--- src/rtl/mips_pkg.sv ---
// Shared MIPS datapath constants and types for jump-target formation.
package mips_pkg;

  localparam int unsigned PC_HI_W = 4;
  localparam int unsigned IDX_W   = 26;
  localparam int unsigned ALIGN_W = 2;
  localparam int unsigned ADDR_W  = 32;

  typedef logic [ADDR_W-1:0] addr_t;
  typedef logic [IDX_W-1:0]  jidx_t;

endpackage

--- src/rtl/jaddr_concat.sv ---
// Combinational J-type target: {pc_hi, index, word-alignment zeros}.
module jaddr_concat
  import mips_pkg::*;
#(
  parameter int unsigned PcHiW  = mips_pkg::PC_HI_W,
  parameter int unsigned IdxW   = mips_pkg::IDX_W,
  parameter int unsigned AlignW = mips_pkg::ALIGN_W,
  parameter int unsigned AddrW  = mips_pkg::ADDR_W
) (
  input  logic [PcHiW-1:0] pc,
  input  logic [IdxW-1:0]  a,
  output logic [AddrW-1:0] y
);

  assign y = {pc, a, {AlignW{1'b0}}};

endmodule

--- src/rtl/shift_pc.sv ---
// MIPS jump-target former with a combinational output and a one-entry
// valid/ready registered copy for pipelined next-PC logic.
module shift_pc
  import mips_pkg::*;
#(
  parameter int unsigned PcHiW  = mips_pkg::PC_HI_W,
  parameter int unsigned IdxW   = mips_pkg::IDX_W,
  parameter int unsigned AlignW = mips_pkg::ALIGN_W,
  parameter int unsigned AddrW  = mips_pkg::ADDR_W
) (
  input  logic             clk,
  input  logic             rst,
  input  logic [PcHiW-1:0] pc,
  input  logic [IdxW-1:0]  a,
  output logic [AddrW-1:0] y,
  input  logic             in_valid,
  output logic             in_ready,
  output logic             out_valid,
  input  logic             out_ready,
  output logic [AddrW-1:0] y_q
);

  if (AddrW != PcHiW + IdxW + AlignW) begin : gen_width_check
    $error("shift_pc: AddrW must equal PcHiW + IdxW + AlignW");
  end

  logic [AddrW-1:0] addr_q;
  logic             valid_q;

  jaddr_concat #(
    .PcHiW  (PcHiW),
    .IdxW   (IdxW),
    .AlignW (AlignW),
    .AddrW  (AddrW)
  ) u_concat (
    .pc (pc),
    .a  (a),
    .y  (y)
  );

  // Accept whenever the slot is empty or is being drained this cycle.
  assign in_ready  = ~valid_q | out_ready;
  assign out_valid = valid_q;
  assign y_q       = addr_q;

  always_ff @(posedge clk) begin
    if (!rst) begin
      valid_q <= 1'b0;
      addr_q  <= '0;
    end else if (in_valid && in_ready) begin
      valid_q <= 1'b1;
      addr_q  <= y;
    end else if (valid_q && out_ready) begin
      valid_q <= 1'b0;
    end
  end

endmodule

--- config.mk ---
export PLATFORM = sky130hd
export DESIGN_NAME = shift_pc
export DESIGN_NICKNAME = d
export VERILOG_FILES = /design/src/rtl/mips_pkg.sv /design/src/rtl/jaddr_concat.sv /design/src/rtl/shift_pc.sv
export SDC_FILE = /design/constraint.sdc
export NUM_CORES = 1
export LEC_CHECK = 0
export ABC_AREA = 1
export CORE_UTILIZATION = 35
export DETAILED_ROUTE_END_ITERATION = 6
export PLACE_DENSITY_LB_ADDON = 0.2
export SLEW_MARGIN = 40
export SYNTH_ARGS = -nofsm -noshare
export SYNTH_HDL_FRONTEND = slang
export SYNTH_SLANG_ARGS = --single-unit
--- constraint.sdc ---
create_clock -name clk -period 2.5 [get_ports clk]
set_clock_uncertainty 0.05 [all_clocks]
set_input_delay 0.5 -clock clk [delete_from_list [all_inputs] [get_ports clk]]
set_output_delay 0.5 -clock clk [all_outputs]
set_load 0.02 [all_outputs]
==> reports/metrics.sh, run 1 <==
SYNTH_SEQUENTIAL_AREA_RATIO_PCT=36.58
REMAINING_DRC_ERRORS=0
CTS_HTREE_LEVELS=2
INSERTEDDIODECOUNT=0
FLOORPLAN.INITIALDENSITY_PCT=37.67
CTS_BUFFERS=5
SYNTH_TO_FINAL_AREA_CHANGE_PCT=43.88
YOSYS_WARNING_COUNT=0
WORSTHOLDPATHTYPE='reg2reg'
REPORT.FINAL.SLEW_VIOL_COUNT=0
DIE_AREA_MM2=0.005130
CRIT_PATH_MAX_FANOUT=2
CLK_TRANSITION_REPORTED_PATHS_NS=0.06
CTS_SETUP_BUFFERS=0
SYNTH.AVG_CELL_AREA_UM2=7.189
GP_ROUTABILITY_CONGESTION=0.6438
POST_CTS.RESIZED_INSTANCES=0
DRT-INITIAL-DRC-COUNT=71
MAXCAPVIOLCOUNT=0
GRT_START_MAX_NET_PINS=62
LEAKAGEPOWER_nW=1.141
POST_ROUTE_CELL_AREA_MM2=0.002441
FMAX_MHz=454.2
POWER.DENSITY_mW_PER_MM2=558.6
VIAS_PER_STD_CELL=4.394
PEAKVDDDROP_mV=0.3325
DIE_W_UM=71.63
SETUP_VIOLATIONS=0
CRITICAL_PATH_ARRIVAL_NS=1.65
GRT_FIRST_PASS_WIRELENGTH_UM=5892
CLK_ROOT_BUFFER_CELL='sky130_fd_sc_hd__clkbuf_8'
POSTSYNTHCELLCOUNT=236
HOLD_VIOL=0
OVERALL_ROUTED_NET_LENGTH_UM=3641
PIN_COUNT=100
AVERAGE_DETAILED_ROUTED_WIRE_LENGTH_PER_INSTANCE_UM=10.46
FLOORPLAN.DIE.HEIGHT_UM=71.63
SLEW_HEADROOM_PCT=60.55
FIRST_GLOBAL_VIAS=1321
PLACEMENT.CELL_AREA_MM2=0.002341
CLKSINKCOUNT=31
CRITICAL_PATH.ENDPOINT_TYPE='output port'
YS_SEQ_ELEMENTS=31
NUM_VIAS=1529
COREAREA_MM2=0.004504
REMAINING_ANTENNA_VIOLATION_COUNT_AFTER_ROUTING=0
NUMBER_OF_DIFFERENT_LIBRARY_CELLS_IN_THE_POST_SYNTHESIS_NETLIST=14
POST-ROUTE-PERIOD-UTIL_PCT=88.06
CLK-INSERTION-DELAY-LATE_NS=0.27
TRACK_USAGE_PCT=14.75
CRITPATHREQUIREDTIME_NS=1.95
FIRSTDRTPASSITERS=4
CTS_HOLD_BUF=0
PORT-BUFFER-COUNT=95
HPWLAFTERDP_UM=2479
CLOCK_TREE.BUFFER_DEPTH=2
ANTENNA_FOUND_INITIAL=0
DRIVE_GT1_SHARE_PCT=4.730
WORST-SLEW-PIN-TRANSITION_NS=0.5918
PLACEMENTROWS=24
OVERFLOW=0
FILLERINSTANCES=458
LAYOUT_MIN_CYCLE_TIME_NS=2.202
SYNTHESIS.AREA_MM2=0.001697
CRIT_TYPE='in2out'
TNS_NS=0
FINALNETCOUNT=329
CTS_TREE='done'
RSZ0062_AT_GRT='no'
CRITICAL_PATH_STARTPOINT_CATEGORY='input port'
STATUS='finished, final reports clean'
report_power, final:
group / internal, mW / total, mW / switching, mW
clock network: 0.251 / 0.425 / 0.174
registers: 0.533 / 0.552 / 0.0191
logic: 0.192 / 0.386 / 0.194
routing by layer:
metal,vias to the layer above,wire length [um],global-route usage (%)
met4,0,53,6.536
met3,4,338,6.751
li1,812,-,-
met5,-,0,0
met1,648,1675,16.84
met2,65,1574,23.69
final cells by class:
| type | count | area [um^2] | share of cell area, % |
|---|---|---|---|
| Sequential cell | 31 | 620.6 | 25.42 |
| Clock buffer | 8 | 100.1 | 4.100 |
| Tap cell | 52 | 65.06 | 2.665 |
| Multi-Input combinational cell | 126 | 559.3 | 22.91 |
| Timing Repair Buffer | 99 | 975.9 | 39.98 |
| Inverter | 32 | 120.1 | 4.921 |
critical path, cell delays in order:
cell and delay, ns:
sky130_fd_sc_hd__clkdlybuf4s50_1 0.47, sky130_fd_sc_hd__inv_2 0.04, sky130_fd_sc_hd__nand2_4 0.04, sky130_fd_sc_hd__clkdlybuf4s50_1 0.59
Yosys cell counts:
cell,count,area (um^2)
sky130_fd_sc_hd__nand3_1,30,150.1
sky130_fd_sc_hd__nor2_1,30,112.6
sky130_fd_sc_hd__clkbuf_8,1,13.76
sky130_fd_sc_hd__conb_1,1,3.750
sky130_fd_sc_hd__a21oi_1,30,150.1
sky130_fd_sc_hd__clkbuf_4,2,15.01
sky130_fd_sc_hd__nand2_1,30,112.6
sky130_fd_sc_hd__dfxtp_1,31,620.6
sky130_fd_sc_hd__buf_4,40,300.3
sky130_fd_sc_hd__nand2_4,1,11.26
sky130_fd_sc_hd__inv_2,1,3.750
sky130_fd_sc_hd__inv_1,31,116.4
sky130_fd_sc_hd__buf_6,7,78.83
sky130_fd_sc_hd__a21boi_1,1,7.510
flip-flops by register name, summed over array words and instances (netlist names):
signal and count:
y_q 30, out_valid 1
through the flow:
stage,setup slack (ns),total power [mW],instances,util [%],hold slack (ns)
final,0.2984,1.364,348,54.19,0.4276
after floorplan,1.166,0.8088,239,-,0.5231
after global placement,0.2968,0.9491,340,51.97,0.4082
after detailed placement,0.2978,0.9525,340,51.97,0.4161
after CTS,0.2910,1.388,348,54.19,0.4323
after global routing,0.2685,1.439,348,54.19,0.4561
cell families after synthesis:
family          after synthesis  synth area share [%]
buf+inv                      82                 31.12
other cells                   1                0.2210
flops                        31                 36.58
compound gates               31                 9.292
simple gates                 91                 22.79
final timing paths:
| path | from | to | slack, ns | cells after the start |
|---|---|---|---|---|
| setup / recovery | out_ready | in_ready | 0.30 | 4 |
| hold / removal | y_q[25] | y_q[25] | 0.43 | 2 |
| setup reg to reg | out_valid | y_q[11] | 1.16 | 5 |
| hold reg to reg | y_q[25] | y_q[25] | 0.43 | 2 |
placed cells by master, fill, tap and decap left out, types with 4 or more instances in the layout:
master,count
sky130_fd_sc_hd__conb_1,4
sky130_fd_sc_hd__dfxtp_1,31
sky130_fd_sc_hd__nor2_1,30
sky130_fd_sc_hd__buf_4,4
sky130_fd_sc_hd__clkbuf_8,7
sky130_fd_sc_hd__nand3_1,30
sky130_fd_sc_hd__a21oi_1,30
sky130_fd_sc_hd__nand2_1,30
sky130_fd_sc_hd__clkdlybuf4s50_1,94
sky130_fd_sc_hd__inv_1,31
No activity file was read; power rests on OpenSTA's default activity.
==> run 2, diff against run 1 <==
==> constraint.sdc (replaced) <==
create_clock -name clk -period 2.5 [get_ports clk]
set_clock_uncertainty 0.05 [all_clocks]
set_input_delay 0.5 -clock clk [delete_from_list [all_inputs] [get_ports clk]]
set_output_delay 0.5 -clock clk [all_outputs]
set_load 0.01 [all_outputs]
==> run 2 against run 1 <==
Core utilization unchanged. Critical path type unchanged. Highest routed layer unchanged. Clock-buffer cell count unchanged. Power down 3.9%.
==> reports/metrics.sh, run 2 (same netlist as run 1, synthesis figures left out) <==
CRITICAL_PATH.ENDPOINT_TYPE='output port'
TRACK_USAGE_PCT=14.58  # -0.17 points
LAYOUT.CELLS.NON_FILLER=348  # unchanged
CRIT_PATH_MAX_FANOUT=2  # unchanged
PIN_COUNT=100  # unchanged
WORSTHOLDPATHTYPE='reg2reg'
PEAKVDDDROP_mV=0.2983  # -10%
LARGEST_REG_FLOPS=30  # unchanged
HOLD_VIOL=0  # unchanged
CRITPATHREQUIREDTIME_NS=1.95  # about the same
FIRST_GLOBAL_VIAS=1362  # +3.1%
MAXCAPVIOLCOUNT=0  # unchanged
CTS_SETUP_BUFFERS=0  # unchanged
CTS_TREE='done'
AVERAGE_DETAILED_ROUTED_WIRE_LENGTH_PER_INSTANCE_UM=10.38  # -0.77%
LEAKAGEPOWER_nW=1.141  # unchanged
DRIVE_GT1_SHARE_PCT=4.730  # unchanged
REPORT.FINAL.SLEW_VIOL_COUNT=0  # unchanged
MOST_FREQUENT_STANDARD_CELL_IN_THE_LAYOUT_EXCLUDING_FILL_AND_TAP_CELLS='sky130_fd_sc_hd__clkdlybuf4s50_1'
FMAX_MHz=468.7  # +3.2%
CLK_ROOT_BUFFER_CELL='sky130_fd_sc_hd__clkbuf_8'
POST_ROUTE_CELL_AREA_MM2=0.002441  # unchanged
CTS_HTREE_LEVELS=2  # unchanged
POWER.DENSITY_mW_PER_MM2=536.6  # -3.9%
VIAS_PER_STD_CELL=4.422  # +0.65%
REMAINING_ANTENNA_VIOLATION_COUNT_AFTER_ROUTING=0  # unchanged
LAYOUT_COMMON_CELLS='sky130_fd_sc_hd__clkdlybuf4s50_1, sky130_fd_sc_hd__inv_1, sky130_fd_sc_hd__dfxtp_1'
PLACEMENTROWS=24  # unchanged
PLACE_INST=340  # unchanged
SETUP_VIOLATIONS=0  # unchanged
LAYOUT_MIN_CYCLE_TIME_NS=2.133  # -0.06812 ns
HPWLAFTERDP_UM=2463  # -0.66%
CLKSINKCOUNT=31  # unchanged
FILLERINSTANCES=455  # -0.66%
POST_CTS.RESIZED_INSTANCES=0  # unchanged
DIE_AREA_MM2=0.005130  # unchanged
WORST_HOLD_PATH.NUM_CELLS=2  # unchanged
GRT_FIRST_PASS_WIRELENGTH_UM=5865  # -0.46%
CRIT_START='out_ready'
CRIT_TYPE='in2out'
CRITICAL_PATH_ARRIVAL_NS=1.58  # -0.07 ns
WORST-SLEW-PIN-TRANSITION_NS=0.5686  # -0.02321 ns
SYNTH_TO_FINAL_AREA_CHANGE_PCT=43.88  # unchanged
OVERALL_ROUTED_NET_LENGTH_UM=3613  # -0.77%
HOLD_START='y_q[26]'
FLOORPLAN.INITIALDENSITY_PCT=37.67  # unchanged
NUM_VIAS=1539  # +0.65%
CRITICAL_PATH_STARTPOINT_CATEGORY='input port'
PORT-BUFFER-COUNT=95  # unchanged
DIE_W_UM=71.63  # unchanged
POST-ROUTE-PERIOD-UTIL_PCT=85.34  # -2.7 points
ANTENNA_FOUND_INITIAL=0  # unchanged
GP_ROUTABILITY_CONGESTION=0.6441  # about the same
FIRSTDRTPASSITERS=4  # unchanged
REMAINING_DRC_ERRORS=0  # unchanged
WORST_R2R_STARTPOINT='out_valid'
CLOCK_TREE.BUFFER_DEPTH=2  # unchanged
CLK-INSERTION-DELAY-LATE_NS=0.27  # about the same
SLEW_HEADROOM_PCT=62.10  # +1.5 points
INSERTEDDIODECOUNT=0  # unchanged
PLACEMENT.CELL_AREA_MM2=0.002341  # unchanged
GRT_START_MAX_NET_PINS=62  # unchanged
CTS_HOLD_BUF=0  # unchanged
CLK_TRANSITION_REPORTED_PATHS_NS=0.06  # about the same
FLOORPLAN.DIE.HEIGHT_UM=71.63  # unchanged
COREAREA_MM2=0.004504  # unchanged
DRT-INITIAL-DRC-COUNT=47  # -34%
CTS_BUFFERS=5  # unchanged
STATUS='finished, final reports clean'
FINALNETCOUNT=329  # unchanged
RSZ0062_AT_GRT='no'
TNS_NS=0  # unchanged
OVERFLOW=0  # unchanged
RR_WORST_DEPTH=5  # unchanged
==> run 2: cell type report <==
cell class                 count  area, um^2  share of cell area [%]
clock buffer                   8       100.1                   4.100
multi-input combinational    126       559.3                   22.91
tap                           52       65.06                   2.665
timing repair buffer          99       975.9                   39.98
sequential                    31       620.6                   25.42
inverter                      32       120.1                   4.921
==> run 2: stage by stage <==
step                      power (mW)  hold WS, ns  setup WS, ns  utilization (%)
after floorplan               0.7560       0.4681         1.179                -
after global placement        0.8974       0.4083        0.3647            51.97
after detailed placement      0.9004       0.4169        0.3689            51.97
after CTS                      1.332       0.4336        0.3602            54.19
after global routing           1.387       0.4499        0.3419            54.19
final                          1.310       0.4271        0.3665            54.19
==> run 2: critical path, stage by stage <==
cell	delay (ns)
sky130_fd_sc_hd__clkdlybuf4s50_1	0.47
sky130_fd_sc_hd__inv_2	0.04
sky130_fd_sc_hd__nand2_4	0.04
sky130_fd_sc_hd__clkdlybuf4s50_1	0.52
==> run 2: worst paths after layout <==
kind | endpoint | slack, ns
worst max-delay path | in_ready | 0.37
worst min-delay path | y_q[26] | 0.43
worst max register to register | y_q[5] | 1.19
worst min register to register | y_q[26] | 0.43
==> run 2: power by group <==
group | switching, mW | internal (mW) | leakage [nW] | total, mW
sequential | 0.0190 | 0.533 | 0.258 | 0.552
combinational | 0.143 | 0.192 | 0.832 | 0.335
clock | 0.172 | 0.251 | 0.0515 | 0.423
==> run 2: layer usage <==
| metal | global-route usage, % | routed length (um) | vias up |
|---|---|---|---|
| met1 | 16.96 | 1688 | 663 |
| met4 | 5.882 | 34 | 0 |
| met5 | 0 | 0 | - |
| met2 | 23.90 | 1590 | 64 |
| met3 | 5.907 | 300 | 2 |
| li1 | - | - | 810 |
